`src/rtl/pe_array_feed_scheduler_if.sv`:
```
// Feed-side bundle of the PE array scheduler: activation stream, array feed and result.
// The master modport is the scheduler; the slave modport is the array/stream environment.
interface pe_array_feed_scheduler_if #(
    parameter int DATA_W = 27
);
    logic              act_valid_in;
    logic [DATA_W-1:0] act_data_in;
    logic              act_ready_out;
    logic              arr_rst_n_out;
    logic [DATA_W-1:0] arr_data_out;
    logic              psum_row_0_in;
    logic              psum_row_1_in;
    logic              psum_row_2_in;
    logic              res_valid_out;
    logic [2:0]        res_out;

    modport master (
        input  act_valid_in, act_data_in, psum_row_0_in, psum_row_1_in, psum_row_2_in,
        output act_ready_out, arr_rst_n_out, arr_data_out, res_valid_out, res_out
    );

    modport slave (
        output act_valid_in, act_data_in, psum_row_0_in, psum_row_1_in, psum_row_2_in,
        input  act_ready_out, arr_rst_n_out, arr_data_out, res_valid_out, res_out
    );
endinterface

```
`src/rtl/pe_array_feed_scheduler.sv`:
```
// 12-slot frame sequencer for the 3x3 PE array: 9 weight slots then 3 activation slots.
// Latency: feed is combinational from slot; result strobes one cycle after slot RES_SLOT of the next frame.
// Backpressure: none toward the array; a missing activation is fed as 0 and marks the frame bubble.
// Optional underrun counter enabled by PE_SCHED_UNDERRUN_CNT_EN.
module pe_array_feed_scheduler #(
    parameter int DATA_W   = 27,
    parameter int RES_SLOT = 4
) (
    input  logic              clk_in,
    input  logic              rst_in,
    input  logic              start_in,
    input  logic              stop_in,
    input  logic              wt_wr_en_in,
    input  logic [3:0]        wt_addr_in,
    input  logic [DATA_W-1:0] wt_data_in,
    input  logic              wt_commit_in,
    output logic              wt_commit_pending_out,
    output logic              busy_out,
    output logic [3:0]        slot_out,
    output logic [15:0]       underrun_cnt_out,
    pe_array_feed_scheduler_if.master bus
);

    typedef enum logic [1:0] {IDLE, RUN, DRAIN} state_t;

    localparam logic [3:0] RES_SLOT_L = 4'(RES_SLOT);
    localparam logic [3:0] LAST_SLOT  = 4'd11;

    state_t            state, state_nxt;
    logic [3:0]        slot;
    logic              stop_latched, smp_done;
    logic              prev_vld, prev_bubble, cur_bubble;
    logic              pending, commit_now;
    logic              act_slot, underrun;
    logic [DATA_W-1:0] shadow     [9];
    logic [DATA_W-1:0] shadow_nxt [9];
    logic [DATA_W-1:0] active     [9];

    assign act_slot              = (slot >= 4'd9);
    assign bus.act_ready_out     = (state == RUN) && act_slot;
    assign underrun              = bus.act_ready_out && !bus.act_valid_in;
    assign busy_out              = (state != IDLE);
    assign slot_out              = slot;
    assign wt_commit_pending_out = pending;

    // A commit is applied at once in IDLE, otherwise only on a frame boundary.
    assign commit_now = (wt_commit_in || pending) &&
                        ((state == IDLE) || (slot == LAST_SLOT));

    always_comb begin
        state_nxt = state;
        case (state)
            IDLE:    if (start_in) state_nxt = RUN;
            RUN:     if (slot == LAST_SLOT && (stop_latched || stop_in)) state_nxt = DRAIN;
            DRAIN:   if (smp_done) state_nxt = IDLE;
            default: state_nxt = IDLE;
        endcase
    end

    always_ff @(posedge clk_in) begin
        if (rst_in) state <= IDLE;
        else        state <= state_nxt;
    end

    always_comb begin
        bus.arr_data_out = '0;
        if (state != IDLE) begin
            if (!act_slot)
                bus.arr_data_out = active[slot];
            else if (bus.act_ready_out && bus.act_valid_in)
                bus.arr_data_out = bus.act_data_in;
        end
    end

    always_comb begin
        shadow_nxt = shadow;
        if (wt_wr_en_in && wt_addr_in < 4'd9)
            shadow_nxt[wt_addr_in] = wt_data_in;
    end

    always_ff @(posedge clk_in) begin
        if (rst_in) begin
            slot              <= '0;
            stop_latched      <= 1'b0;
            smp_done          <= 1'b0;
            prev_vld          <= 1'b0;
            prev_bubble       <= 1'b0;
            cur_bubble        <= 1'b0;
            pending           <= 1'b0;
            bus.arr_rst_n_out <= 1'b0;
            bus.res_valid_out <= 1'b0;
            bus.res_out       <= '0;
            shadow            <= '{default: '0};
            active            <= '{default: '0};
        end else begin
            bus.arr_rst_n_out <= (state_nxt != IDLE);
            slot <= (state == IDLE || state_nxt == IDLE || slot == LAST_SLOT) ? 4'd0 : slot + 4'd1;

            if (state == IDLE)
                stop_latched <= start_in && stop_in;
            else if (state == RUN && state_nxt == DRAIN)
                stop_latched <= 1'b0;
            else if (state == RUN && stop_in)
                stop_latched <= 1'b1;

            smp_done <= (state == DRAIN) && (slot == RES_SLOT_L);

            // Per-frame bubble tracking; the drain frame never becomes a predecessor.
            if (state == IDLE) begin
                prev_vld    <= 1'b0;
                prev_bubble <= 1'b0;
                cur_bubble  <= 1'b0;
            end else if (slot == LAST_SLOT) begin
                prev_vld    <= (state == RUN);
                prev_bubble <= cur_bubble || underrun;
                cur_bubble  <= 1'b0;
            end else if (underrun) begin
                cur_bubble  <= 1'b1;
            end

            bus.res_valid_out <= 1'b0;
            if (state != IDLE && slot == RES_SLOT_L && prev_vld && !prev_bubble) begin
                bus.res_valid_out <= 1'b1;
                bus.res_out       <= {bus.psum_row_2_in, bus.psum_row_1_in, bus.psum_row_0_in};
            end

            shadow  <= shadow_nxt;
            pending <= (pending || wt_commit_in) && !commit_now;
            if (commit_now) active <= shadow_nxt;
        end
    end

`ifdef PE_SCHED_UNDERRUN_CNT_EN
    logic [15:0] urun_cnt;

    always_ff @(posedge clk_in) begin
        if (rst_in || (state == IDLE && start_in))
            urun_cnt <= '0;
        else if (underrun && urun_cnt != 16'hFFFF)
            urun_cnt <= urun_cnt + 16'd1;
    end

    assign underrun_cnt_out = urun_cnt;
`else
    assign underrun_cnt_out = '0;
`endif

endmodule

```
`src/flat_wrapper.sv`:
```
// flat-port wrapper written by rule: the top's interface ports become plain ports
module pe_array_feed_scheduler_flat 
#(
    parameter int DATA_W   = 27,
    parameter int RES_SLOT = 4
)
  (clk_in, rst_in, start_in, stop_in, wt_wr_en_in, wt_addr_in, wt_data_in, wt_commit_in, wt_commit_pending_out, busy_out, slot_out, underrun_cnt_out, bus_act_valid_in, bus_act_data_in, bus_psum_row_0_in, bus_psum_row_1_in, bus_psum_row_2_in, bus_act_ready_out, bus_arr_rst_n_out, bus_arr_data_out, bus_res_valid_out, bus_res_out);
  pe_array_feed_scheduler_if #(.DATA_W(DATA_W)) bus_i ();
  input  logic clk_in;
  input  logic rst_in;
  input  logic start_in;
  input  logic stop_in;
  input  logic wt_wr_en_in;
  input  logic [3:0] wt_addr_in;
  input  logic [DATA_W-1:0] wt_data_in;
  input  logic wt_commit_in;
  output logic wt_commit_pending_out;
  output logic busy_out;
  output logic [3:0] slot_out;
  output logic [15:0] underrun_cnt_out;
  input wire logic [$bits(bus_i.act_valid_in)-1:0] bus_act_valid_in;
  input wire logic [$bits(bus_i.act_data_in)-1:0] bus_act_data_in;
  input wire logic [$bits(bus_i.psum_row_0_in)-1:0] bus_psum_row_0_in;
  input wire logic [$bits(bus_i.psum_row_1_in)-1:0] bus_psum_row_1_in;
  input wire logic [$bits(bus_i.psum_row_2_in)-1:0] bus_psum_row_2_in;
  output wire logic [$bits(bus_i.act_ready_out)-1:0] bus_act_ready_out;
  output wire logic [$bits(bus_i.arr_rst_n_out)-1:0] bus_arr_rst_n_out;
  output wire logic [$bits(bus_i.arr_data_out)-1:0] bus_arr_data_out;
  output wire logic [$bits(bus_i.res_valid_out)-1:0] bus_res_valid_out;
  output wire logic [$bits(bus_i.res_out)-1:0] bus_res_out;
  assign bus_i.act_valid_in = bus_act_valid_in;
  assign bus_i.act_data_in = bus_act_data_in;
  assign bus_i.psum_row_0_in = bus_psum_row_0_in;
  assign bus_i.psum_row_1_in = bus_psum_row_1_in;
  assign bus_i.psum_row_2_in = bus_psum_row_2_in;
  assign bus_act_ready_out = bus_i.act_ready_out;
  assign bus_arr_rst_n_out = bus_i.arr_rst_n_out;
  assign bus_arr_data_out = bus_i.arr_data_out;
  assign bus_res_valid_out = bus_i.res_valid_out;
  assign bus_res_out = bus_i.res_out;
  pe_array_feed_scheduler #(.DATA_W(DATA_W), .RES_SLOT(RES_SLOT)) u_core (.clk_in(clk_in), .rst_in(rst_in), .start_in(start_in), .stop_in(stop_in), .wt_wr_en_in(wt_wr_en_in), .wt_addr_in(wt_addr_in), .wt_data_in(wt_data_in), .wt_commit_in(wt_commit_in), .wt_commit_pending_out(wt_commit_pending_out), .busy_out(busy_out), .slot_out(slot_out), .underrun_cnt_out(underrun_cnt_out), .bus(bus_i));
endmodule
```
`config.mk`:
```
export PLATFORM = sky130hd
export DESIGN_NAME = pe_array_feed_scheduler_flat
export DESIGN_NICKNAME = d
export VERILOG_FILES = /design/src/rtl/pe_array_feed_scheduler_if.sv /design/src/rtl/pe_array_feed_scheduler.sv /design/src/flat_wrapper.sv
export SDC_FILE = /design/constraint.sdc
export NUM_CORES = 1
export LEC_CHECK = 0
export CAP_MARGIN = 5
export CORE_MARGIN = 2
export CORE_UTILIZATION = 59
export DETAILED_ROUTE_END_ITERATION = 12
export PLACE_DENSITY = 0.79
export SLEW_MARGIN = 15
export SYNTH_ARGS = -nofsm -noshare
export SYNTH_HDL_FRONTEND = slang
export SYNTH_SLANG_ARGS = --single-unit
```
`constraint.sdc`:
```
create_clock -name clk_in -period 3.2 [get_ports clk_in]
set_clock_uncertainty 0.2 [all_clocks]
set_input_delay 0.64 -clock clk_in [delete_from_list [all_inputs] [get_ports clk_in]]
set_output_delay 0.64 -clock clk_in [all_outputs]
set_load 0.02 [all_outputs]
```
# Yosys cells after proc, flatten, opt, wreduce, memory -nomap -nowiden
# Cells that the tools add are included.
dict set report classes {
  addsub 1
  n_mul 0
  div 0
  magnitude_cmp 5
  n_eq_ne 5
  shifts 0
  muxes 18
  bitwise 2
  reduce_logical 32
}
# cell n
set ops {}
lappend ops {{$bwmux 243} 1}
lappend ops {{$mux 243} 1}
lappend ops {{$mux 27} 6}
lappend ops {{$bmux 27 s4} 1}
lappend ops {{$demux 27 s4} 1}
lappend ops {{$logic_and 1x1->1} 15}
lappend ops {{$ge 5x5->1 const B} 2}
lappend ops {{$not 4->5} 2}
lappend ops {{$logic_or 1x1->1} 6}
lappend ops {{$mux 2} 3}
lappend ops {{$pmux 2 s3} 1}
lappend ops {{$lt 5x1->1 const B} 1}
lappend ops {{$add 4x1->4 const B} 1}
lappend ops {{$eq 2x2->1 const B} 2}
lappend ops {{$eq 4x3->1 const B} 1}
lappend ops {{$eq 4x4->1 const B} 1}
lappend ops {{$ge 4x4->1 const B} 1}
lappend ops {{$logic_not 2->1} 2}
lappend ops {{$lt 4x4->1 const B} 1}
lappend ops {{$mux 1} 4}
lappend ops {{$reduce_bool 2->1} 2}
lappend ops {{$reduce_or 2->1} 2}
lappend ops {{$logic_not 1->1} 3}
lappend ops {{$reduce_bool 3->1} 1}
lappend ops {{other kinds (2)} 2}
dict set report word_totals {
  register_bits 503
  latch_bits 0
  ram_bits 0
  rom_bits 0
  input_bits 68
  output_inout_bits 55
  elab_cells 92
  n_memories 0
}

# Logic depth before layout (Yosys ltp)
# Gate-level depths: netlist of the first run.
dict set report logic_depth {
  ltp_word 8
  mapped_depth 11
}

# Worst setup path before layout of the first run
# OpenSTA, ideal clock, no wires.
dict set report synth_timing {
  path_kind {register to output}
  from {register u_core.slot[0] (netlist: u_core.slot_out[0])}
  to {output bus_arr_data_out[15]}
  arrival_ps 2683
  required_time_ps 2360
  setup_slack_ps -323
  stages_incl_launch_ff 11
  path_cell_list {dfxtp_1 -> buf_4 -> buf_2 -> buf_2 -> inv_1 -> ha_1 -> a21boi_0 -> buf_2 -> buf_2 -> a211oi_1 -> a221oi_1}
}
dict set report synth_via {
  elab_chain_cells 6
}
# element line_no
set synth_rtl {}
lappend synth_rtl {{start, declared} pe_array_feed_scheduler.sv:30} ;# logic [3:0] slot;
lappend synth_rtl {{start signal, assigned} pe_array_feed_scheduler.sv:97} ;# slot <= (state == IDLE || state_nxt == IDLE || slot == LAST_SLOT) ? 4'd0 : slot + 4'd1;
lappend synth_rtl {{$not 4->5 (implied by the code) or $ge 4x4->1 (tied branches)} {pe_array_feed_scheduler.sv:69, pe_array_feed_scheduler.sv:39}}
lappend synth_rtl {{$bmux 27 s4 or $logic_and 1x1->1 (tied branches)} {pe_array_feed_scheduler.sv:69, pe_array_feed_scheduler.sv:40}}
lappend synth_rtl {{$mux 27 (implied by the code) or $logic_and 1x1->1 (tied branches)} {pe_array_feed_scheduler.sv:69, pe_array_feed_scheduler.sv:70}}
lappend synth_rtl {{$mux 27, on equally long branches} {pe_array_feed_scheduler.sv:69, pe_array_feed_scheduler.sv:70}}
lappend synth_rtl {{$mux 27 *} pe_array_feed_scheduler.sv:68} ;# if (!act_slot)
lappend synth_rtl {{$mux 27 *} pe_array_feed_scheduler.sv:67} ;# if (state != IDLE) begin
lappend synth_rtl {{end, declared} flat_wrapper.sv:28} ;# output wire logic [$bits(bus_i.arr_data_out)-1:0] bus_arr_data_out;
# Every way passes the cells marked *; elsewhere a longest branch is shown, timed or not. The select of a mux whose other input is x is not followed.

# Worst setup path in the final report of the first run
dict set report layout_timing {
  from {register u_core.slot[0] (netlist: u_core.slot_out[0])}
  to {output bus_arr_data_out[5]}
}
# Same word-level chain as after synthesis.

==> metrics, run 1 <==
slack of the critical path -0.0607 ns; IO Count 123; clk sinks about 500; share of cells above drive strength 1 0.167; first-pass iteration count of the detailed router 5; H-tree lvl count 2; CTS tree yes; FILL cells ~2300; Synth Cell Area between 15000 and 20000 sq um; worst-margin pin slew 0.970 ns; worst slack at placement -0.258 ns; Post-synth EDFFs 0; outcome finished with violations; CP required 2.36 ns; row cnt 67; WP data arrival 2.42 ns; # DRC 0; Pleak 9.52 nW; vias in the first global route between 10000 and 15000; count leader, synth nor2_1; I/O Buffers 106; Area Growth Syn to Fin 20.1%; Synth cell types 50; YS warnings 0; violated checks negative setup slack; pin count of the biggest net entering global routing 115; clock root buffer clkbuf_16; # diodes 0; DIE HEIGHT 187 um; Mapped Cells 1983; Min Clock Period, post-route 3.26 ns; largest area contributor in the netlist dfxtp_1; CP Class register to output port; Worst-path clk slew roughly 0.060 ns; syn avg cell area about 10 sq um; # nets final 2107; maximum buffer depth of the clock tree 3; Sequential cell area roughly 10000 sq um; f_max 307 MHz; Die ar. 35100 sq um; initial antenna violation count 0; Via density 5.89; PwrDens 592 nW/um^2; r2r setup slk 0.38 ns; gr ovfl total 0; initial drt markers 1123; Critical Path Sink Type output port; Routed WL 50800 um; RSZ-0062 raised after global routing yes; Synth Flop Type dfxtp_1; Multi-input gate area 9220 sq um; fin crit share 1.02; Final ANT Viol Nets 0; peak supply drop 0.556 mV; Final Hold Fails 0; DIE WIDTH 187 um; Post-DP HPWL around 30000 um; worst min path class register to register; total core area approximately 33000 sq um; Pwr Total approximately 14 mW; Worst setup SP type register; Num CTS Buffers 50; Routed WL per cell about 20 um; Post-synth top cells 504 x nor2_1, 503 x dfxtp_1, 300 x mux2i_1, 265 x a211oi_1, 90 x clkbuf_1; Post-DP Area between 20000 and 25000 sq um; Yosys reg bits 503; Final Setup Violations 8; MaxCap Viol Count 0; top cells by area, synth dfxtp_1 51%, mux2i_1 15%, a211oi_1 10%; Vias 14900; Initial Util 0.596; Slew Limit Fails 0; crit path max fanout 13; GP Congestion between 0.8 and 0.9; Seq/Total Area, Yosys 0.508; FFs w/ async S/R, synth 0; GRT Util Overall 0.276; Max-Slew Margin vs Limit 0.352; Design Area, Final 23800 sq um; setup TNS -0.194 ns; area share of the largest cell type after synthesis 0.508; clk_lat worst skew 0.56 ns; first-pass GRT wire length 78000 um
## final cells by class
class / count / share of cell area
Sequential cell: 503 / 0.423
Multi-Input combinational cell: 1275 / 0.387
Timing Repair Buffer: 200 / 0.0927
Clock buffer: 72 / 0.0628
Tap cell: 448 / 0.0235
Clock inverter: 20 / 0.00977
Inverter: 6 / 0.000945
## layer usage
metal	GRT usage	vias up	wire length, um
met5	0	-	0
met4	0.100	0	1810
met3	0.0437	118	2430
met2	0.472	401	24700
met1	0.353	7286	21800
li1	-	7071	-
## critical path, stage by stage, from the launching register on
cell and delay (ns):
dfxtp_4 0.39, or3b_4 0.48, buf_8 0.19, o22ai_1 0.20
a211oi_1 0.07, a221oi_1 0.29, buf_2 0.22
## metrics by stage
step / std cells / hold WS [ns] / util
global placement: 2408 / 0.243 / 0.644
finish: 2524 / 0.286 / 0.716
global route: 2524 / 0.286 / 0.716
floorplan: 1998 / 0.222 / -
CTS: 2514 / 0.269 / 0.705
detailed placement: 2408 / 0.246 / 0.644
## where the power goes
group / total [mW] / internal, mW / switching [mW]
Sequential: 6.70 / 6.54 / 0.158
Clock: 6.01 / 3.58 / 2.43
Combinational: 1.38 / 0.566 / 0.818
## cells in the final DEF (no fill, tap or decap), types with 4 or more instances in the layout
master           Yosys  layout
a211oi_1           265     242
a211oi_2             4      27
a221oi_2             3      24
buf_12               0      34
buf_2               59       4
buf_4               51      69
buf_6               12      10
bufinv_16            0       4
clkbuf_1            90       7
clkbuf_16            0      52
clkbuf_8             0      14
clkdlybuf4s50_1      0      77
clkinv_2             0      11
conb_1               1      16
dfxtp_1            503     500
inv_1                6       5
mux2i_1            300     285
mux2i_2              0       8
mux2i_4              0       7
mux4_2              27      27
nand2_1             55      54
nor2_1             504     502
nor2_4               2       4
o22ai_1             26       7
o22ai_2              0      16
## logic make-up (layout without fill, tap and decap cells)
kind of cell | count (synthesis) | count (layout) | synth area share
and+or+nand+nor | 590 | 591 | 0.118
buffers and inverters | 221 | 298 | 0.0598
other | 1 | 16 | 0.000189
adders and majority gates | 3 | 3 | 0.00189
muxes | 327 | 327 | 0.182
xor gates and xnor gates | 2 | 2 | 0.000884
AOI/OAI and AO/OA | 336 | 336 | 0.129
DFF | 503 | 503 | 0.508
## sequential cells by signal, summed over array words and instances, names as in the netlist
register,cells
u_core.bus.arr_rst_n_out,1
u_core.stop_latched,1
u_core.bus.res_out,3
u_core.state,2
u_core.smp_done,1
u_core.slot_out,4
u_core.shadow,243
u_core.prev_bubble,1
u_core.cur_bubble,1
u_core.bus.res_valid_out,1
u_core.wt_commit_pending_out,1
u_core.prev_vld,1
u_core.active,243
## path summary, 6_finish.rpt
path / start / end / cells after the start
worst max-delay path: u_core.slot_out[0]$_SDFF_PP0_ / bus_arr_data_out[5] / 6
worst min-delay path: u_core.cur_bubble$_SDFFE_PP0P_ / u_core.cur_bubble$_SDFFE_PP0P_ / 2
worst min register to register: u_core.cur_bubble$_SDFFE_PP0P_ / u_core.cur_bubble$_SDFFE_PP0P_ / 2
worst max register to register: u_core.slot_out[1]$_SDFF_PP0_ / u_core.active[96]$_SDFFE_PP0P_ / 8
## what timing repair did
action                                  in CTS  in global routing
cloned                                       2                  1
resized for setup                          182                 63
endpoints found under the setup margin      29                 26
hold buffers                                 0                  0
setup buffers                               12                 10
pin swaps                                    8                 29
Note: power is estimated with default switching activity, not from simulation.
==> run 2: changes to the inputs <==
--- a/constraint.sdc
+++ b/constraint.sdc
@@ -4,2 +4,2 @@
 set_output_delay 0.64 -clock clk_in [all_outputs]
-set_load 0.02 [all_outputs]
+set_load 0.1 [all_outputs]
==> metrics, run 2 (synthesized netlist as in run 1, its figures left out) <==
outcome finished with violations; violated checks negative setup slack; WHS Endpoint u_core.shadow[49]$_SDFF_PP0_; CTS tree yes; Final Hold Fails 0 (unchanged); Min-Delay Path Depth 2 (unchanged); initial drt markers 1405 (+25%); slack of the critical path -0.246 ns (-0.186 ns); crit path max fanout 13 (unchanged); maximum buffer depth of the clock tree 3 (unchanged); most common cell after layout, fill and taps aside nor2_1; peak supply drop 0.492 mV (-12%); Sw Share 0.261 (+0.0193); pin count of the biggest net entering global routing 123 (+7.0%); Pleak 9.61 nW (+1.0%); clock root buffer clkbuf_16; first-pass GRT wire length 82500 um (+5.8%); Vias 15200 (+2.3%); # DRC 0 (unchanged); setup TNS -3.69 ns (-3.50 ns); f_max 290 MHz (-5.4%); Critical R2R Launch u_core.slot_out[1]$_SDFF_PP0_; r2r endpoint u_core.active[112]$_SDFFE_PP0P_; IO Count 123 (unchanged); # diodes 0 (unchanged); worst-margin pin slew 0.872 ns (-0.0980 ns); hold buffers post-CTS 0 (unchanged); Via density 6.07 (+2.9%); GRT Util Overall 0.297 (+0.0214); initial antenna violation count 1 (+1); I/O Buffers 106 (unchanged); r2r worst-path depth 7 (-1); min-delay src u_core.shadow[49]$_SDFF_PP0_; total core area 33300 sq um (unchanged); Gate power share 0.122 (+0.024); WP data arrival 2.61 ns (+0.19 ns); Post-DP HPWL 29800 um (-0.89%); CP required 2.36 ns (about the same); Slew Limit Fails 0 (unchanged); Routed WL per cell 21.9 um (+8.6%); row cnt 67 (unchanged); RSZ-0062 raised after global routing yes; gr ovfl total 0 (unchanged); Initial Util 0.596 (unchanged); r2r setup slk 0.55 ns (+0.17 ns); most frequent cells in the layout 501 x nor2_1, 499 x dfxtp_1, 275 x mux2i_1; Final Setup Violations 27 (+19); CP Class register to output port; internal power component 10.3 mW (-3.3%); PwrDens 566 nW/um^2 (-4.4%); Routed WL 54800 um (+7.9%); Final ANT Viol Nets 0 (unchanged); clk sinks 503 (unchanged); Critical Path Sink Type output port; Num CTS Buffers 49 (-2.0%); fin crit share 1.08 (+0.0580); H-tree lvl count 2 (unchanged); Worst setup SP type register; Worst-path clk slew 0.06 ns (about the same); worst min path class register to register; # nets final 2096 (-0.52%); Clk pwr share 0.397 (-0.029); share of cells above drive strength 1 0.176 (+0.00907); Min Clock Period, post-route 3.45 ns (+0.186 ns); first-pass iteration count of the detailed router 7 (+2); Die ar. 35100 sq um (unchanged); Design Area, Final 24700 sq um (+3.8%); DIE WIDTH 187 um (unchanged); GP Congestion 0.855 (+5.6%); MaxCap Viol Count 0 (unchanged); DIE HEIGHT 187 um (unchanged); Max-Slew Margin vs Limit 0.418 (+0.0661); Sequential Power Share 0.480 (+0.005); Post-DP Area 21900 sq um (+2.3%); clk_lat worst skew 0.57 ns (about the same); Area Growth Syn to Fin 24.7%; Net Sw Power 3.65 mW (+7.1%); vias in the first global route 14900 (+2.9%)
run 2: repair_timing:
item                                    4_1_cts  5_1_grt
hold endpoints to repair                      0        0
resized for setup                           126       45
buffers inserted                             18       10
cloned                                        8        1
pin swaps                                    31       25
endpoints found under the setup margin       28       28
run 2: metal layers:
| metal | vias to the layer above | GRT usage | routed length, um |
|---|---|---|---|
| met5 | - | 0 | 8 |
| met4 | 2 | 0.127 | 2080 |
| met3 | 140 | 0.0471 | 3200 |
| met2 | 567 | 0.493 | 26500 |
| met1 | 7489 | 0.386 | 23100 |
| li1 | 7016 | - | - |
run 2: critical path: stages (launching register included):
cell and delay [ns]:
dfxtp_4 0.39, buf_4 0.14, buf_4 0.13, buf_12 0.17, mux2i_4 0.30, o22ai_2 0.13
a211oi_2 0.39, a221oi_4 0.15, buf_12 0.19
run 2: worst max-delay path by stage:
| stage | start | endpoint | slack, ns | depth (start not counted) |
|---|---|---|---|---|
| 5_1_grt | u_core.slot_out[1]$_SDFF_PP0_ | bus_arr_data_out[1] | -0.28 | 8 |
| 3_3_place_gp | u_core.slot_out[1]$_SDFF_PP0_ | bus_arr_data_out[18] | 0.05 | 7 |
| 3_5_place_dp | u_core.slot_out[1]$_SDFF_PP0_ | bus_arr_data_out[18] | 0.04 | 7 |
| 4_1_cts | u_core.slot_out[0]$_SDFF_PP0_ | bus_arr_data_out[4] | -0.12 | 7 |
| 6_report | u_core.slot_out[1]$_SDFF_PP0_ | bus_arr_data_out[1] | -0.25 | 8 |
| 2_1_floorplan | u_core.slot_out[1]$_SDFF_PP0_ | bus_arr_data_out[23] | -0.30 | 10 |
run 2: final cells by class:
| cell class | instances | area, sq um |
|---|---|---|
| repair buffers | 191 | 2620 |
| fillers | 2016 | 8560 |
| well taps | 448 | 561 |
| multi-input cells | 1274 | 9890 |
| inverters | 6 | 32.5 |
| clock buffers | 73 | 1420 |
| clock inverters | 13 | 120 |
| flip-flops and latches | 503 | 10100 |
run 2: stage by stage:
stage          instances  hold slack, ns  utilization  setup WS [ns]  power [mW]
4_1_cts             2501           0.272        0.734         -0.120        13.9
3_5_place_dp        2392           0.256        0.658         0.0359        8.35
2_1_floorplan       1998           0.222            -         -0.300        7.93
6_report            2508           0.286        0.743         -0.246        14.0
3_3_place_gp        2392           0.253        0.658         0.0501        8.29
5_1_grt             2508           0.315        0.743         -0.282        14.4
run 2: power by group through the flow:
| stage | Clock (mW) | Sequential [mW] | Combinational (mW) |
|---|---|---|---|
| final | 5.56 | 6.72 | 1.71 |
| after global routing | 5.86 | 6.74 | 1.81 |
| after floorplan | 0 | 6.79 | 1.15 |
| after CTS | 5.58 | 6.70 | 1.64 |
| after detailed placement | 0 | 6.82 | 1.53 |
| after global placement | 0 | 6.81 | 1.49 |
